==> src/rtl/spm_pkg.sv <==
// Shared types and defaults for the serial-parallel multiplier sequencer.
package spm_pkg;
    localparam int SPM_WIDTH  = 8;
    localparam int SPM_PROD_W = 2 * SPM_WIDTH;

    typedef enum logic [1:0] {
        IDLE  = 2'd0,
        LOAD  = 2'd1,
        SHIFT = 2'd2,
        DONE  = 2'd3
    } spm_state_t;

    function automatic int prod_width(input int w);
        return 2 * w;
    endfunction
endpackage

==> src/rtl/start_debounce.sv <==
// Start qualifier: emits a one-cycle start_pulse on an accepted rising edge.
// SPM_SEQ_DEBOUNCE_EN requires DB_CYCLES consecutive high cycles; otherwise one high cycle after a low suffices.
module start_debounce #(
    parameter int DB_CYCLES = 4
) (
    input  logic clk,
    input  logic rst_n,
    input  logic start,
    output logic start_pulse
);
`ifdef SPM_SEQ_DEBOUNCE_EN
    localparam bit DB_EN = 1'b1;
`else
    localparam bit DB_EN = 1'b0;
`endif
    // A threshold of one degenerates to plain rising-edge detection.
    localparam int DB_EFF = DB_EN ? DB_CYCLES : 1;
    localparam int DW     = $clog2(DB_EFF + 1);

    logic [DW-1:0] hi_cnt;

    // Saturating count of consecutive high cycles; saturation blocks re-fire while held.
    always_ff @(posedge clk or negedge rst_n) begin
        if (!rst_n)
            hi_cnt <= '0;
        else if (!start)
            hi_cnt <= '0;
        else if (hi_cnt != DW'(DB_EFF))
            hi_cnt <= hi_cnt + 1'b1;
    end

    assign start_pulse = start && (hi_cnt == DW'(DB_EFF - 1));
endmodule

==> src/rtl/spm_seq.sv <==
// Sequencer for a serial-parallel multiplier array: latches operands, streams the
// sign-extended multiplier LSB first and collects the 2*WIDTH-bit product serially.
module spm_seq
    import spm_pkg::*;
#(
    parameter int WIDTH     = SPM_WIDTH,
    parameter int DB_CYCLES = 4
) (
    input  logic                 clk,
    input  logic                 rst_n,
    input  logic                 start,
    input  logic [WIDTH-1:0]     a_in,
    input  logic [WIDTH-1:0]     b_in,
    input  logic                 p_bit,
    output logic [WIDTH-1:0]     a_par,
    output logic                 x_bit,
    output logic                 spm_clr,
    output logic                 busy,
    output logic                 done,
    output logic [2*WIDTH-1:0]   product
);
    localparam int PW = prod_width(WIDTH);
    localparam int CW = $clog2(PW);
    localparam int IW = $clog2(WIDTH);

    spm_state_t     state, state_next;
    logic [CW-1:0]  cnt;
    logic [WIDTH-1:0] b_reg;
    logic           start_pulse;

    start_debounce #(.DB_CYCLES(DB_CYCLES)) u_db (
        .clk         (clk),
        .rst_n       (rst_n),
        .start       (start),
        .start_pulse (start_pulse)
    );

    always_ff @(posedge clk or negedge rst_n) begin
        if (!rst_n) begin
            state   <= IDLE;
            cnt     <= '0;
            a_par   <= '0;
            b_reg   <= '0;
            product <= '0;
        end else begin
            state <= state_next;
            case (state)
                LOAD: begin
                    a_par   <= a_in;
                    b_reg   <= b_in;
                    cnt     <= '0;
                    product <= '0;
                end
                SHIFT: begin
                    product <= {p_bit, product[PW-1:1]};
                    cnt     <= cnt + 1'b1;
                end
                default: ;
            endcase
        end
    end

    // Outputs decode from registered state, so reset clears them immediately.
    always_comb begin
        state_next = state;
        x_bit      = 1'b0;
        spm_clr    = 1'b0;
        busy       = 1'b0;
        done       = 1'b0;
        case (state)
            IDLE:  if (start_pulse) state_next = LOAD;
            LOAD: begin
                spm_clr    = 1'b1;
                busy       = 1'b1;
                state_next = SHIFT;
            end
            SHIFT: begin
                busy  = 1'b1;
                x_bit = (cnt < CW'(WIDTH)) ? b_reg[cnt[IW-1:0]] : b_reg[WIDTH-1];
                if (cnt == CW'(PW - 1)) state_next = DONE;
            end
            DONE: begin
                done       = 1'b1;
                state_next = IDLE;
            end
            default: state_next = IDLE;
        endcase
    end
endmodule

==> config.mk <==
export PLATFORM = sky130hd
export DESIGN_NAME = spm_seq
export DESIGN_NICKNAME = d
export VERILOG_FILES = /design/src/rtl/spm_pkg.sv /design/src/rtl/start_debounce.sv /design/src/rtl/spm_seq.sv
export SDC_FILE = /design/constraint.sdc
export NUM_CORES = 1
export LEC_CHECK = 0
export BUFFER_PORTS_ARGS = -buffer_cell sky130_fd_sc_hd__buf_2
export CORE_ASPECT_RATIO = 1.75
export CORE_MARGIN = 5
export CORE_UTILIZATION = 55
export DETAILED_ROUTE_END_ITERATION = 8
export HOLD_SLACK_MARGIN = 0.02
export PLACE_DENSITY = 0.84
export SLEW_MARGIN = 40
export SYNTH_ARGS = -nofsm -noshare
export SYNTH_HDL_FRONTEND = slang
export SYNTH_SLANG_ARGS = --single-unit
export TNS_END_PERCENT = 20
==> constraint.sdc <==
create_clock -name clk -period 2.7 [get_ports clk]
set_input_delay 0 -clock clk [delete_from_list [all_inputs] [get_ports clk]]
set_output_delay 0 -clock clk [all_outputs]
set_load 0.01 [all_outputs]
# Word-level counts from Yosys, hierarchy flattened
# Cells that the tools add are included.
# Widths: inputs -> output; s select.
[totals]
ff_bits = 39
word_cells = 36
[op_classes]
n_addsub = 2
order_cmp = 2
eq_ne = 6
muxes = 14
bitwise = 1
n_reduce_logical = 5
[ops]
columns = ["op", "count"]
rows = [
  ["$pmux 16 s2", 1],
  ["$mux 1", 8],
  ["$pmux 2 s4", 1],
  ["$pmux 4 s2", 1],
  ["$add 4x1->4 const B", 1],
  ["$eq 2x2->1 const B", 2],
  ["$eq 4x4->1 const B", 1],
  ["$lt 3x4->1 const B", 1],
  ["$lt 4x4->1 const B", 1],
  ["$mux 2", 2],
  ["$ne 2x2->1 const B", 2],
  ["$bmux 1 s3", 1],
  ["$eq 2x1->1 const B", 1],
  ["$logic_not 2->1", 1],
  ["$reduce_and 2->1", 1],
  ["$reduce_bool 2->1", 1],
  ["$reduce_or 2->1", 1],
  ["$add 1x1->1 const B", 1],
  ["$logic_and 1x1->1", 1],
  ["$not 1->1", 1],
]

# Depth between registers and ports, before layout
# Gate-level depths: netlist (run 1).
[logic_depth]
ltp_word = 4
depth_mapped = 6

# By module
# Synthesis (run 1) repeated with hierarchy kept, for this count alone.
[hier_totals]
hier_cells = 149
hier_area_um2 = 1699.1
[modules_own_cells]
columns = ["module", "n_inst", "cells_per_inst", "area_per_inst_um2"]
rows = [
  ["spm_seq", 1, 147, 1660.3],
  ["start_debounce", 1, 2, 38.8],
]

# Least setup slack after synthesis (run 1)
# No wires, ideal clock.
[synth_timing]
path_kind = "register -> register"
startpoint = "reg state[1]"
endpoint = "reg a_par[3]"
setup_time_ns = 0.125
arrival_ns = 1.435
t_required_ns = 2.575
path_slack_ns = 1.140
path_stages_with_launch = 6
period_less_slack_ns = 1.560
cell_sequence = "dfrtp_1 > inv_1 > ha_1 > buf_2 > buf_2 > mux2_2"
[synth_between]
elab_chain_len = 1
[synth_rtl]
columns = ["item", "line_no", "text"]
rows = [
  ["start: declaration", "spm_seq.sv:26", "spm_state_t state, state_next;"],
  ["start signal: assignment", "spm_seq.sv:46", "state <= state_next;"],
  ["$eq 2x1->1", "spm_seq.sv:47", "case (state)"],
  ["end signal: assignment", "spm_seq.sv:49", "a_par <= a_in;"],
  ["end: declaration", "spm_seq.sv:15", "output logic [WIDTH-1:0] a_par,"],
]
# No other way between the ends.
# A chain may end at the register's enable or synchronous reset.

# Final worst setup path (run 1)
[layout_timing]
startpoint = "reg state[1]"
endpoint = "out spm_clr"
[layout_between]
elab_chain_len = 2
[layout_rtl]
columns = ["item", "line_no", "text"]
rows = [
  ["$eq 2x1->1", "spm_seq.sv:70", "case (state)"],
  ["$mux 1", "spm_seq.sv:70", ""],
  ["end: declaration", "spm_seq.sv:17", "output logic spm_clr,"],
]
# No other way between the ends.

==> qor.yml, run 1 <==
run_status:
  status: "finished, final reports clean"
detailed_routing:
  routed_wl_microns: 4056
  dr.pass1.iters: 4
  drt_iter0_drc: 47
  remaining_drc_errors: 0
  via_per_inst: 5.188
  postRouteAntennaNets: 0
  wl_per_cell_microns: 15.60
  via_count: 1349
sta:
  fin_tns_setup_ns: 0
  clock-skew-final_ns: 0.004578
  layout_min_cycle_time_ns: 1.737
  slew_violations: 0
  hold_violations: 0
  worst_pin_slew_ns: 0.7305
  timing.final.ws_setup_ns: 0.9629
  rsz0062_at_grt: "no"
  setup_viol: 0
  finalCritPeriodShare_pct: 64.34
  relSlewSlack_pct: 51.30
  fmax_mhz: 575.7
critical_path:
  critical_path.startpoint_type: "flop"
  crit_start: "state[1]"
  critPathKind: "flop to primary output"
  cp.arrival_ns: 1.74
  end_kind: "primary output"
  crit_required_ns: 2.70
  rr_startpoint: "state[1]"
  worstPathMaxFanout: 17
die:
  pin_count: 48
  std_cell_rows: 26
  die_w_microns: 52.13
  die-area_sq_um: 4364
  die_h_microns: 83.72
  start_util_pct: 57.69
  core_sq_um: 2960
power_and_ir_drop:
  sequentialPowerShare_pct: 40.1
  fin_total_pwr_mw: 2.164
  p_sw_mw: 0.8246
  switching_share_pct: 38.10
  power.internal_mw: 1.340
  pwr-share-clk_pct: 17.3
  cellPowerDensity_nw_per_um2: 962.6
  pwr-share-comb_pct: 42.6
  peakVddDrop_mv: 0.6590
  p_leak_nw: 1.084
placed_design:
  dp_hpwl_microns: 2617
  routabilityCongestion: 0.6923
  port_buffers: 47
  post-place-ws_ns: 0.9828
yosys:
  synthCells: 151
  synth-edff-count: 0
  synth_area_sq_um: 1708
  yosysSeqAreaShare_pct: 57.14
  yosys-top-cells-area: "dfrtp_1 (57%), mux2_2 (11%), nand3_1 (5.9%)"
  ys_ff_latch: 39
  synthArstFlopShare_pct: 100.0
  synth_largest_area_cell: "dfrtp_1"
  syn_area_per_cell_sq_um: 11.31
  syn-num-nets: 177
  synth_top_area_share_pct: 57.14
  synth_ff_type: "dfrtp_1"
  synth_cell_types: 22
  yosysWarnings: 0
global_route:
  grtUsageTotal_pct: 20.85
  antenna_found_initial: 0
  grt_pass1_vias: 1484
  grt-ovfl-total: 0
  grt_max_degree: 40
  grt_pass1_wl_microns: 6893
min_path:
  hp-class: "input pin to async pin"
finish:
  area_growth_pct: 31.65
  num-nets-final: 243
  largest_reg_flops: 16
  antenna_cells: 0
  drive_gt1_share_pct: 33.49
  fin_util_pct: 75.95
clock_network:
  cts-root-buf: "clkbuf_8"
  cts_sinks: 39
  cts_resized: 0
  clockBufferDepth: 2
  cts_tree: "built"
  ctsHtreeMaxLevel: 2
  clk_pin_slew_ns: 0.07
  clk_latency_ns: 0.28
  numCtsBuffers: 5
job:
  drv_cap: 0
==> metal layers <==
| metal | GRT usage [%] | vias up | wire length, microns |
|---|---|---|---|
| li1 | - | 634 | - |
| met1 | 22.25 | 654 | 1392 |
| met2 | 37.34 | 50 | 2340 |
| met3 | 5.546 | 11 | 250 |
| met4 | 7.637 | 0 | 72 |
| met5 | 0 | - | 0 |
==> cell usage in the layout, fill, tap and decap left out <==
cell type	synthesis	layout
nand3_1	20	20
nor2b_1	1	1
buf_2	4	46
buf_4	0	3
nand2b_1	1	1
nor2_1	1	1
a22oi_1	1	1
inv_1	23	23
ha_1	6	6
clkbuf_1	3	1
clkinv_2	0	1
mux4_1	1	1
mux2i_1	4	4
o22ai_1	1	1
clkbuf_8	0	5
a22o_1	1	1
a31oi_1	2	2
dlygate4sd3_1	0	19
dfrtp_1	39	39
clkinvlp_4	0	1
nand2_1	3	3
or3_1	1	1
a2bb2oi_1	1	1
o21ai_0	19	19
mux2_2	17	17
==> cell type report <==
class | instances | area (sq um)
fillers | 194 | 711.9
well taps | 42 | 52.55
clock buffers | 6 | 72.57
inverters | 23 | 86.33
repair buffers | 68 | 442.9
clock inverters | 2 | 12.51
multi-input cells | 80 | 605.6
flip-flops and latches | 39 | 975.9
==> power by group through the flow <==
| stage | Clock, mW | Combinational [mW] | Sequential (mW) |
|---|---|---|---|
| after floorplan | 0 | 0.631 | 0.879 |
| after global placement | 0 | 0.847 | 0.857 |
| after detailed placement | 0 | 0.894 | 0.877 |
| after CTS | 0.389 | 0.920 | 0.867 |
| after global routing | 0.411 | 1.02 | 0.889 |
| final | 0.375 | 0.922 | 0.867 |
==> synth_stat cells, types with 2 or more instances <==
| master | number |
|---|---|
| dfrtp_1 | 39 |
| a31oi_1 | 2 |
| ha_1 | 6 |
| mux2i_1 | 4 |
| nand3_1 | 20 |
| inv_1 | 23 |
| mux2_2 | 17 |
| nand2_1 | 3 |
| o21ai_0 | 19 |
| clkbuf_1 | 3 |
| buf_2 | 4 |
==> cell families (layout without fill, tap and decap cells) <==
kind of cell               after synthesis  in the layout  synth area share [%]
DFF                                     39             39                 57.14
AOI/OAI and AO/OA                       25             25                 8.132
buffers and inverters                   32             99                 7.399
and+or+nand+nor                         27             27                 7.840
muxes                                   22             22                 15.09
adders and majority gates                6              6                 4.395
==> stage by stage <==
| stage | area (sq um) | hold slack [ns] | cells |
|---|---|---|---|
| 2_1_floorplan | 1708 | -0.2956 | 151 |
| 3_3_place_gp | 1971 | 0.1260 | 233 |
| 3_5_place_dp | 1971 | 0.1356 | 233 |
| 4_1_cts | 2246 | 0.3814 | 260 |
| 5_1_grt | 2248 | 0.2577 | 260 |
| 6_report | 2248 | 0.2182 | 260 |
==> what timing repair did <==
item,CTS,global route
hold buffers,19,0
setup buffers,0,0
hold endpoints to repair,57,0
==> path summary, 6_finish.rpt <==
path                               endpoint  cells past startpoint  slack (ns)
worst max register to register     b_reg[7]                      3        0.97
worst max-delay path                spm_clr                      3        0.96
max in group asynchronous          a_par[7]                      2        2.14
min in group clk                u_db.hi_cnt                      2        0.39
worst min-delay path               b_reg[3]                      2        0.22
worst min register to register     b_reg[3]                      1        0.51
==> worst max-delay path, stage by stage (launching register included) <==
cell and delay [ns]:
dfrtp_1 0.41, inv_1 0.13, ha_1 0.65, buf_2 0.26
Note: power is estimated with default switching activity, not from simulation.
==> run 2: changes to the inputs <==
CORE_UTILIZATION = 51   (was 55)
PLACE_DENSITY = 0.78   (was 0.84)
clock period = 1.6 ns   (was 2.7 ns; I/O delays follow)
==> run 2 against run 1 <==
Effect of this change: the flow now finishes with violations (setup timing); clock power rose by 70%; via count grew 1.5%; sequential power rose by 71%; routed wire length shrank 1.2%; setup slack lost 0.99 ns; combinational power grew 92%; first-iteration DRC count fell by 15%; register-to-register slack got worse by 0.82 ns; critical path depth rose by 2; core utilization shrank 3.3 points; worst hold slack improved by 0.072 ns; die area is 6.6% higher; critical path type unchanged; largest cell class unchanged.
==> qor.yml, run 2 (synthesis results as in run 1) <==
sta:
  clock-skew-final_ns: 0.009949
  layout_min_cycle_time_ns: 1.627
  worst_pin_slew_ns: 0.4810
  hold_violations: 0
  slew_violations: 0
  relSlewSlack_pct: 67.93
  timing.final.ws_setup_ns: -0.02703
  fmax_mhz: 614.6
  setup_viol: 1
  finalCritPeriodShare_pct: 101.7
  rsz0062_at_grt: "yes"
detailed_routing:
  via_count: 1369
  dr.pass1.iters: 6
  wl_per_cell_microns: 15.12
  routed_wl_microns: 4006
  remaining_drc_errors: 0
  postRouteAntennaNets: 0
  via_per_inst: 5.166
  drt_iter0_drc: 40
job:
  drv_cap: 0
die:
  die_h_microns: 86.55
  die-area_sq_um: 4652
  start_util_pct: 53.78
  core_sq_um: 3176
  die_w_microns: 53.75
  std_cell_rows: 27
  pin_count: 48
critical_path:
  cpMostUsedCell: "a31oi_1"
  crit_start: "cnt[0]"
  crit_path_max_incr_delay_ns: 0.44
  end_kind: "primary output"
  crit_required_ns: 1.60
  r2r_setup_slack_ns: 0.15
  worstPathMaxFanout: 5
  critPathKind: "flop to primary output"
  path_delay_family: "flip-flops"
  rr_startpoint: "state[0]"
  cp.arrival_ns: 1.63
  critical_path.slowest_cell: "dfrtp_2"
  cp.buffers_inverters: 2
  crit_chain: "buf_6, mux2_2, a31oi_1, a31oi_1, buf_2"
  critical_path.startpoint_type: "flop"
power_and_ir_drop:
  pwr-share-clk_pct: 16.4
  peakVddDrop_mv: 1.210
  cellPowerDensity_nw_per_um2: 1685
  sequentialPowerShare_pct: 38.1
  pwr-share-comb_pct: 45.5
  power.internal_mw: 2.414
  p_sw_mw: 1.470
  p_leak_nw: 1.106
  switching_share_pct: 37.85
finish:
  final_cell_area_sq_um: 2306
  final_cells: 265
  area_growth_pct: 35.02
  register_area_sq_um: 977.2
  multi_input_area_sq_um: 604.3
  drive_gt1_share_pct: 36.04
  fillers: 251
  mostFrequentLayoutCells: "buf_2 (47), dfrtp_1 (38), inv_1 (23)"
  largest_reg_flops: 16
  layout_commonest_cell: "buf_2"
  num-nets-final: 247
  antenna_cells: 0
placed_design:
  routabilityCongestion: 0.7477
  numPlacedInstances: 236
  port_buffers: 47
  dp_hpwl_microns: 2612
  dpl_cell_area_sq_um: 2012
global_route:
  grt_max_degree: 40
  grt-ovfl-total: 0
  antenna_found_initial: 0
  grt_pass1_wl_microns: 6555
  grt_pass1_vias: 1406
  grtUsageTotal_pct: 19.10
min_path:
  hp-class: "input pin to async pin"
run_status:
  violations: "setup timing"
  status: "complete, but fails checks"
clock_network:
  ctsHtreeMaxLevel: 2
  cts_sinks: 39
  numCtsBuffers: 5
  clockBufferDepth: 2
  clk_pin_slew_ns: 0.07
  cts-root-buf: "clkbuf_8"
  cts_tree: "built"
  clk_latency_ns: 0.29
[run 2: changes by cell type in the layout (fill, tap and decap cells not counted), sizes merged]
cell  change
buf       +4
[run 2: path summary, 6_finish.rpt]
| path | to | cells past startpoint |
|---|---|---|
| worst min register to register | a_par[6] | 1 |
| max in group asynchronous | cnt[0] | 3 |
| worst max register to register | cnt[1] | 4 |
| worst min-delay path | a_par[2] | 3 |
| worst max-delay path | x_bit | 5 |
| min in group clk | u_db.hi_cnt | 2 |
[run 2: power by group through the flow]
stage | combinational, mW | clock, mW | sequential [mW]
2_1_floorplan | 1.07 | 0 | 1.48
3_3_place_gp | 1.59 | 0 | 1.45
3_5_place_dp | 1.66 | 0 | 1.48
4_1_cts | 1.71 | 0.654 | 1.46
5_1_grt | 1.92 | 0.701 | 1.51
6_report | 1.77 | 0.637 | 1.48
[run 2: repair_timing]
action,4_1_cts,5_1_grt
setup buffers,0,2
hold buffers,19,0
hold endpoints to repair,57,0
resized for setup,1,3
endpoints found under the setup margin,1,1
pin swaps,0,2
[run 2: worst min-delay path: stages]
cell	delay [ns]
dlygate4sd3_1	0.52
buf_2	0.09
buf_4	0.40
[run 2: area by class of cell]
class                           instances  area share, %
Sequential cell                        39          42.38
Multi-Input combinational cell         80          26.21
Timing Repair Buffer                   72          21.65
Inverter                               23          3.744
Clock buffer                            6          3.147
Tap cell                               43          2.333
Clock inverter                          2         0.5426
[run 2: metrics by stage]
stage / power [mW] / TNS [ns] / hold slack [ns] / util (%) / setup WS, ns
floorplan: 2.549 / 0 / -0.2956 / - / 0.04005
global placement: 3.041 / 0 / 0.07150 / 63.36 / 0.2751
detailed placement: 3.146 / 0 / 0.07003 / 63.36 / 0.1928
CTS: 3.824 / 0 / 0.2936 / 72.06 / 0.01979
global route: 4.128 / -0.09251 / 0.3366 / 72.62 / -0.09251
finish: 3.884 / -0.02703 / 0.2903 / 72.62 / -0.02703
[run 2: per-layer routing]
layer / vias to the layer above / global-route usage [%] / wire [microns]
met3: 13 / 5.508 / 280
li1: 642 / - / -
met2: 65 / 32.34 / 2160
met1: 649 / 21.38 / 1448
met5: - / 0 / 0
met4: 0 / 8.372 / 116
